<file path="src/rtl/nfc_latch_cycle_sequencer.sv">
// SDR command/address latch-cycle sequencer for the NAND physical output stage.
// Each accepted byte becomes one CLE/ALE write cycle; CE spans a multi-beat sequence.
module nfc_latch_cycle_sequencer #(
    parameter int NumberOfWays = 4,
    parameter int SetupCycles  = 2,
    parameter int WELowCycles  = 2,
    parameter int WEHighCycles = 2,
    parameter int HoldCycles   = 2
) (
    input  logic                      iSystemClock,
    input  logic                      iModuleReset,
    input  logic [NumberOfWays-1:0]   iTargetWay,
    input  logic                      iBeatValid,
    output logic                      oBeatReady,
    input  logic                      iBeatIsAddress,
    input  logic [7:0]                iBeatData,
    input  logic                      iBeatLast,
    output logic                      oBusy,
    output logic                      oSequenceDone,
    output logic [7:0]                oPO_DQStrobe,
    output logic [31:0]               oPO_DQ,
    output logic [2*NumberOfWays-1:0] oPO_ChipEnable,
    output logic [3:0]                oPO_ReadEnable,
    output logic [3:0]                oPO_WriteEnable,
    output logic [3:0]                oPO_AddressLatchEnable,
    output logic [3:0]                oPO_CommandLatchEnable,
    output logic                      oDQOutEnable,
    output logic                      oDQSOutEnable
);

    typedef enum logic [2:0] {
        S_IDLE, S_SETUP, S_WE_LOW, S_WE_HIGH, S_WAIT, S_HOLD, S_RELEASE
    } state_t;

    localparam logic [3:0] SetupLoad  = 4'(SetupCycles - 1);
    localparam logic [3:0] WELowLoad  = 4'(WELowCycles - 1);
    localparam logic [3:0] WEHighLoad = 4'(WEHighCycles - 1);
    localparam logic [3:0] HoldLoad   = 4'(HoldCycles - 1);

    state_t                    state_q;
    logic [3:0]                cnt_q;
    logic [NumberOfWays-1:0]   way_q;
    logic                      last_q;
    logic                      ready_q;
    logic                      busy_q;
    logic                      done_q;
    logic [2*NumberOfWays-1:0] ce_q;
    logic                      we_q;
    logic                      cle_q;
    logic                      ale_q;
    logic [7:0]                dq_q;
    logic                      dq_oe_q;

    logic                      accept_d;
    logic [NumberOfWays-1:0]   way_d;

    // The way is only taken from the request on the first beat of a sequence.
    always_comb begin
        accept_d = iBeatValid & ready_q;
        if (state_q == S_IDLE) begin
            way_d = iTargetWay;
        end else begin
            way_d = way_q;
        end
    end

    // Sequencer state, shared down-counter and registered pad outputs.
    always_ff @(posedge iSystemClock) begin
        if (iModuleReset) begin
            state_q <= S_IDLE;
            cnt_q   <= 4'd0;
            way_q   <= '0;
            last_q  <= 1'b0;
            ready_q <= 1'b0;
            busy_q  <= 1'b0;
            done_q  <= 1'b0;
            ce_q    <= '1;
            we_q    <= 1'b1;
            cle_q   <= 1'b0;
            ale_q   <= 1'b0;
            dq_q    <= 8'h00;
            dq_oe_q <= 1'b0;
        end else begin
            done_q <= 1'b0;
            case (state_q)
                S_IDLE, S_WAIT: begin
                    ready_q <= 1'b1;
                    if (accept_d) begin
                        state_q <= S_SETUP;
                        cnt_q   <= SetupLoad;
                        way_q   <= way_d;
                        last_q  <= iBeatLast;
                        ready_q <= 1'b0;
                        busy_q  <= 1'b1;
                        ce_q    <= ~{way_d, way_d};
                        we_q    <= 1'b1;
                        cle_q   <= ~iBeatIsAddress;
                        ale_q   <= iBeatIsAddress;
                        dq_q    <= iBeatData;
                        dq_oe_q <= 1'b1;
                    end
                end
                S_SETUP: begin
                    if (cnt_q == 4'd0) begin
                        state_q <= S_WE_LOW;
                        cnt_q   <= WELowLoad;
                        we_q    <= 1'b0;
                    end else begin
                        cnt_q <= cnt_q - 4'd1;
                    end
                end
                S_WE_LOW: begin
                    if (cnt_q == 4'd0) begin
                        state_q <= S_WE_HIGH;
                        cnt_q   <= WEHighLoad;
                        we_q    <= 1'b1;
                    end else begin
                        cnt_q <= cnt_q - 4'd1;
                    end
                end
                S_WE_HIGH: begin
                    if (cnt_q == 4'd0) begin
                        cle_q   <= 1'b0;
                        ale_q   <= 1'b0;
                        dq_q    <= 8'h00;
                        dq_oe_q <= 1'b0;
                        if (last_q) begin
                            state_q <= S_HOLD;
                            cnt_q   <= HoldLoad;
                        end else begin
                            state_q <= S_WAIT;
                            ready_q <= 1'b1;
                        end
                    end else begin
                        cnt_q <= cnt_q - 4'd1;
                    end
                end
                S_HOLD: begin
                    if (cnt_q == 4'd0) begin
                        state_q <= S_RELEASE;
                        ce_q    <= '1;
                    end else begin
                        cnt_q <= cnt_q - 4'd1;
                    end
                end
                S_RELEASE: begin
                    state_q <= S_IDLE;
                    ready_q <= 1'b1;
                    busy_q  <= 1'b0;
                    done_q  <= 1'b1;
                end
                default: begin
                    state_q <= S_IDLE;
                    cnt_q   <= 4'd0;
                    ready_q <= 1'b0;
                    busy_q  <= 1'b0;
                    ce_q    <= '1;
                    we_q    <= 1'b1;
                    cle_q   <= 1'b0;
                    ale_q   <= 1'b0;
                    dq_q    <= 8'h00;
                    dq_oe_q <= 1'b0;
                end
            endcase
        end
    end

    // SDR: every lane of the DDR-capable output stage carries the same value.
    assign oBeatReady             = ready_q;
    assign oBusy                  = busy_q;
    assign oSequenceDone          = done_q;
    assign oPO_DQStrobe           = 8'h00;
    assign oPO_DQ                 = {4{dq_q}};
    assign oPO_ChipEnable         = ce_q;
    assign oPO_ReadEnable         = 4'b1111;
    assign oPO_WriteEnable        = {4{we_q}};
    assign oPO_AddressLatchEnable = {4{ale_q}};
    assign oPO_CommandLatchEnable = {4{cle_q}};
    assign oDQOutEnable           = dq_oe_q;
    assign oDQSOutEnable          = 1'b0;

endmodule

</file>
<file path="config.mk">
export PLATFORM = sky130hd
export DESIGN_NAME = nfc_latch_cycle_sequencer
export DESIGN_NICKNAME = d
export VERILOG_FILES = /design/src/rtl/nfc_latch_cycle_sequencer.sv
export SDC_FILE = /design/constraint.sdc
export NUM_CORES = 1
export LEC_CHECK = 0
export ABC_AREA = 0
export CAP_MARGIN = 20
export CORE_MARGIN = 5
export CORE_UTILIZATION = 46
export CTS_BUF_LIST = sky130_fd_sc_hd__clkbuf_8
export CTS_CLUSTER_SIZE = 12
export DETAILED_ROUTE_END_ITERATION = 10
export GPL_ROUTABILITY_DRIVEN = 0
export GPL_TIMING_DRIVEN = 0
export PLACE_DENSITY = 0.88
export SYNTH_ARGS = -nofsm -noshare
export SYNTH_HDL_FRONTEND = slang
export SYNTH_SLANG_ARGS = --single-unit
export TNS_END_PERCENT = 5
</file>
<file path="constraint.sdc">
create_clock -name iSystemClock -period 5.42 [get_ports iSystemClock]
set_input_delay 0.542 -clock iSystemClock [delete_from_list [all_inputs] [get_ports iSystemClock]]
set_output_delay 0.542 -clock iSystemClock [all_outputs]
set_load 0.005 [all_outputs]
</file>
After elaboration in Yosys (flattened, before gate mapping)

Cells that the tools add are included.

Bits in registers: 35
Input bits: 17

Eq/ne operators: 14
Reduce and logical (&&, ||, !) cells: 17
Add/sub/neg operators: 1
Mux-type cells: 35
Bitwise operators: 9

Operators by type and width:

| kind                  | number |
|---|---|
| $pmux W8 S3           | 2 |
| $mux W8               | 4 |
| $mux W4               | 6 |
| $pmux W4 S5           | 1 |
| $mux W3               | 5 |
| $pmux W3 S5           | 1 |
| $ne A2 B2 Y1 const B  | 7 |
| $reduce_or A4 Y1      | 3 |
| $mux W1               | 10 |
| $eq A3 B3 Y1 const B  | 3 |
| $pmux W1 S3           | 3 |
| $reduce_and A3 Y1     | 3 |
| $not A8 Y8            | 1 |
| $pmux W1 S4           | 2 |
| $reduce_and A4 Y1     | 2 |
| $not A1 Y1            | 7 |
| $eq A3 B2 Y1 const B  | 2 |
| $reduce_or A3 Y1      | 2 |
| $reduce_and A5 Y1     | 1 |
| $logic_not A4 Y1      | 1 |
| $reduce_and A2 Y1     | 2 |
| $reduce_or A2 Y1      | 2 |
| $sub A4 B1 Y4 const B | 1 |
| $eq A3 B1 Y1 const B  | 1 |
| 4 further kinds       | 4 |

Logic depth before layout (Yosys ltp)

Depth in word-level cells: 5
Depth in mapped cells: 7

Worst setup path after synthesis

No wires, ideal clock.

Path kind: register to register
Start: reg cnt_q[0]
End: reg cle_q
Arrival time: 1.585 ns
Path buffers: 1
Clock period less this slack: 1.712 ns
Setup slack: 3.708 ns
Stages on the path, launching flop included: 8
Path through: dfxtp_1 > inv_1 > ha_1 > or3b_4 > a211o_1 > buf_6 > a31oi_1 > nor2_1

Word-level cells in the longest chain between the ends: 3

Ends and longest elaborated chain:

| what                        | RTL line | text |
|---|---|---|
| from (decl)                 | 41       | `logic [3:0] cnt_q;` |
| from (signal assigned)      | 90       | `cnt_q <= SetupLoad;` |
| from (signal assigned)      | 106      | `cnt_q <= WELowLoad;` |
| from (signal assigned)      | 109      | `cnt_q <= cnt_q - 4'd1;` |
| $logic_not A4 Y1            | 122      | `if (cnt_q == 4'd0) begin` |
| $ne A2 B2 Y1 (no line)      | --       |  |
| $reduce_and A3 Y1 (no line) | --       |  |
| to (signal assigned)        | 97       | `cle_q <= ~iBeatIsAddress;` |
| to (decl)                   | 49       | `logic cle_q;` |

Every way passes these cells.
A chain may end at the register's enable or synchronous reset.

Final worst setup path

Start: in iBeatValid
End: reg way_q[1]

Word-level cells in the longest chain between the ends: 2

Ends and longest elaborated chain:

| what                        | RTL line | text |
|---|---|---|
| from (decl)                 | 13       | `input logic iBeatValid,` |
| $and A1 B1 Y1               | 59       | `accept_d = iBeatValid & ready_q;` |
| $reduce_and A2 Y1 (no line) | --       |  |
| to (signal assigned)        | 91       | `way_q <= way_d;` |
| to (decl)                   | 42       | `logic [NumberOfWays-1:0] way_q;` |

Every way passes these cells.

==> impl_metrics.tcl <==
set metrics [dict create \
    status "finished clean" \
    synthArstFlopShare_pct 0 \
    cpMaxStageDelayCell "clkdlybuf4s50_1" \
    slew_viol_final 0 \
    netlist_instances 234 \
    synth_warnings 0 \
    cp_cell_sequence "clkdlybuf4s50_1 -> nor4bb_1 -> clkbuf_1 -> buf_2 -> nand3_1 -> a21oi_1" \
    drive_above_1_share_pct 21.6 \
    area_growth_pct 49.0 \
    most-common-layout-cells "72 x clkdlybuf4s50_1, 53 x buf_4, 31 x dfxtp_1" \
    crit_type "primary input to register" \
    fp.dieW_um 73.6 \
    clkSinkCount 31 \
    port_buffers 72 \
    slew_headroom_pct 54.6 \
    worstHoldStart "way_q[0]$_SDFFE_PP0P_" \
    cp.required_ns 5.62 \
    grt_overflow 0 \
    antenna_found_initial 0 \
    final_cells 374 \
    path_depth 6 \
    fin_ws_ns 3.40 \
    crit_fanout 10 \
    antennaDiodeCount 0 \
    min_path_cells 2 \
    startpoint_type "primary input" \
    post_cts_buffers 0 \
    placedCellCount 367 \
    cts_buffers 5 \
    grt_max_degree 11 \
    drtIter0Drc 130 \
    netlist_area_um2 1860 \
    h-tree-depth 2 \
    synth-seq-area-share_pct 33.3 \
    rr_worst_depth 7 \
    cts_resized 0 \
    wl_mm 4.88 \
    final_common_cell "clkdlybuf4s50_1" \
    final_nets 343 \
    hold_ws_ns 0.461 \
    vias 1851 \
    ant_nets 0 \
    track_usage_pct 18.2 \
    ys_seq_elements 31 \
    drv_cap 0 \
    via_per_inst 4.95 \
    critPathLaunch "iBeatValid" \
    drt_first_pass_iters 4 \
    wl_per_cell_um 13.0 \
    fmax_mhz 495 \
    grt_pass1_vias 1684 \
    ctsHoldBuffers 0 \
    power_leakage_nw 1.18 \
    critical_path_arrival_ns 2.22 \
    cts_tree "yes" \
    path_clk_slew_ns 0.07 \
    max_stage_delay_ns 0.55 \
    clock_path_buffers 2 \
    power.density_nw_per_um2 387 \
    clkLatencyLatePin_ns 0.28 \
    num_io_pins 86 \
    synth.distinct_cells 42 \
    fin_crit_sh_pct 37.3 \
    hold_viol 0 \
    timing.rr.start "cnt_q[0]$_SDFFE_PP0P_" \
    grt_pass1_wl_mm 7.78 \
    hold_class "register to register" \
    final-setup-viol-count 0 \
    setup_tns_ns 0 \
    path_delay_family "buffers and inverters" \
    worst_pin_slew_ns 0.677 \
    period_needed_ns 2.02 \
    drc 0 \
    dp_hpwl_mm 3.80 \
    ys_dominant_reg_cell "dfxtp_1" \
    rsz0062_at_grt "false" \
    core_um2 3970 \
    dieHeight_um 73.6 \
    die-area_um2 5420 \
    syn-mean-instance-area_um2 7.96 \
    num_rows 23 \
    ir_drop_uv 225 \
    fin_skew_ns 0.00633 \
    cts_root_buf "clkbuf_8" \
    synth_edf_count 0 \
    critPathCaptureType "register" \
    start_util_pct 46.9 \
    preCtsSetupSlack_ns 3.10 \
    crit_buf_inv 3 \
]
worst min-delay path: cells and delay by family, from the launching register on:
kind / cells / cell delay, ns
AND/OR/NAND/NOR: 1 / 0.05
AO/OA/AOI/OAI: 1 / 0.05
flip-flops: 1 / 0.31
layout make-up:
class / count / area, µm²
sequential: 31 / 621
clock buffer: 6 / 82.6
timing repair buffer: 72 / 721
buffer: 66 / 462
clock inverter: 1 / 5.00
multi-input combinational: 143 / 802
fill: 330 / 1200
tap: 50 / 62.6
inverter: 5 / 18.8
report_power, final:
part,total [mW],leakage (nW),switching (mW),internal (mW)
Clock,0.184,0.0470,0.0848,0.0995
Sequential,0.319,0.253,0.0448,0.274
Combinational,0.571,0.875,0.249,0.322
Total,1.07,1.18,0.379,0.695
state kept, by name, indices dropped and copies added, names as in the netlist:
register / flops
oBusy: 1
oPO_ChipEnable: 4
oSequenceDone: 1
last_q: 1
cnt_q: 4
state_q: 3
we_q: 1
oDQOutEnable: 1
way_q: 4
oBeatReady: 1
dq_q: 8
cle_q: 1
ale_q: 1
cell families after synthesis:
| logic type | synth area share (%) |
|---|---|
| and+or+nand+nor | 22.6 |
| buffers and inverters | 25.8 |
| AOI/OAI and AO/OA | 14.3 |
| DFF | 33.3 |
| muxes | 2.15 |
| adders and majority gates | 1.34 |
| other | 0.403 |
metal layers:
metal / vias up / wire (µm) / GRT usage [%]
met1: 851 / 1900 / 21.9
met3: 6 / 376 / 3.83
li1: 920 / - / -
met2: 74 / 2550 / 31.7
met4: 0 / 53 / 6.64
met5: - / 0 / 0
metrics by stage:
step | power (mW) | util (%) | cell area [µm²]
finish | 1.07 | 69.8 | 2770
global route | 1.15 | 69.8 | 2770
CTS | 1.08 | 69.8 | 2770
detailed placement | 0.894 | 67.6 | 2690
global placement | 0.872 | 67.6 | 2690
floorplan | 0.661 | - | 1900
path summary, 6_finish.rpt:
kind                           endpoint  slack [ns]
hold reg to reg   way_q[0]$_SDFFE_PP0P_        0.46
setup / recovery  way_q[1]$_SDFFE_PP0P_        3.40
hold / removal    way_q[0]$_SDFFE_PP0P_        0.46
setup reg to reg     cle_q$_SDFFE_PP0P_        3.53
synthesized netlist by cell type (2+ instances only):
cell type / n / area [µm²]
nand3_1: 14 / 70.1
nor3_1: 10 / 50.1
nor2_1: 16 / 60.1
or3_1: 3 / 18.8
conb_1: 2 / 7.51
dfxtp_1: 31 / 621
nand2b_1: 2 / 12.5
o21ai_0: 3 / 15.0
clkbuf_1: 6 / 22.5
o21bai_1: 4 / 30.0
nor4_1: 2 / 12.5
nand4_1: 2 / 12.5
a31oi_1: 2 / 12.5
buf_2: 5 / 25.0
a211oi_1: 3 / 22.5
nand2_1: 18 / 67.6
a21oi_1: 24 / 120
nand4bb_1: 2 / 22.5
a211o_1: 2 / 17.5
buf_4: 53 / 398
ha_1: 2 / 25.0
mux2i_1: 4 / 40.0
inv_1: 5 / 18.8
Note: power is estimated with default switching activity, not from simulation.
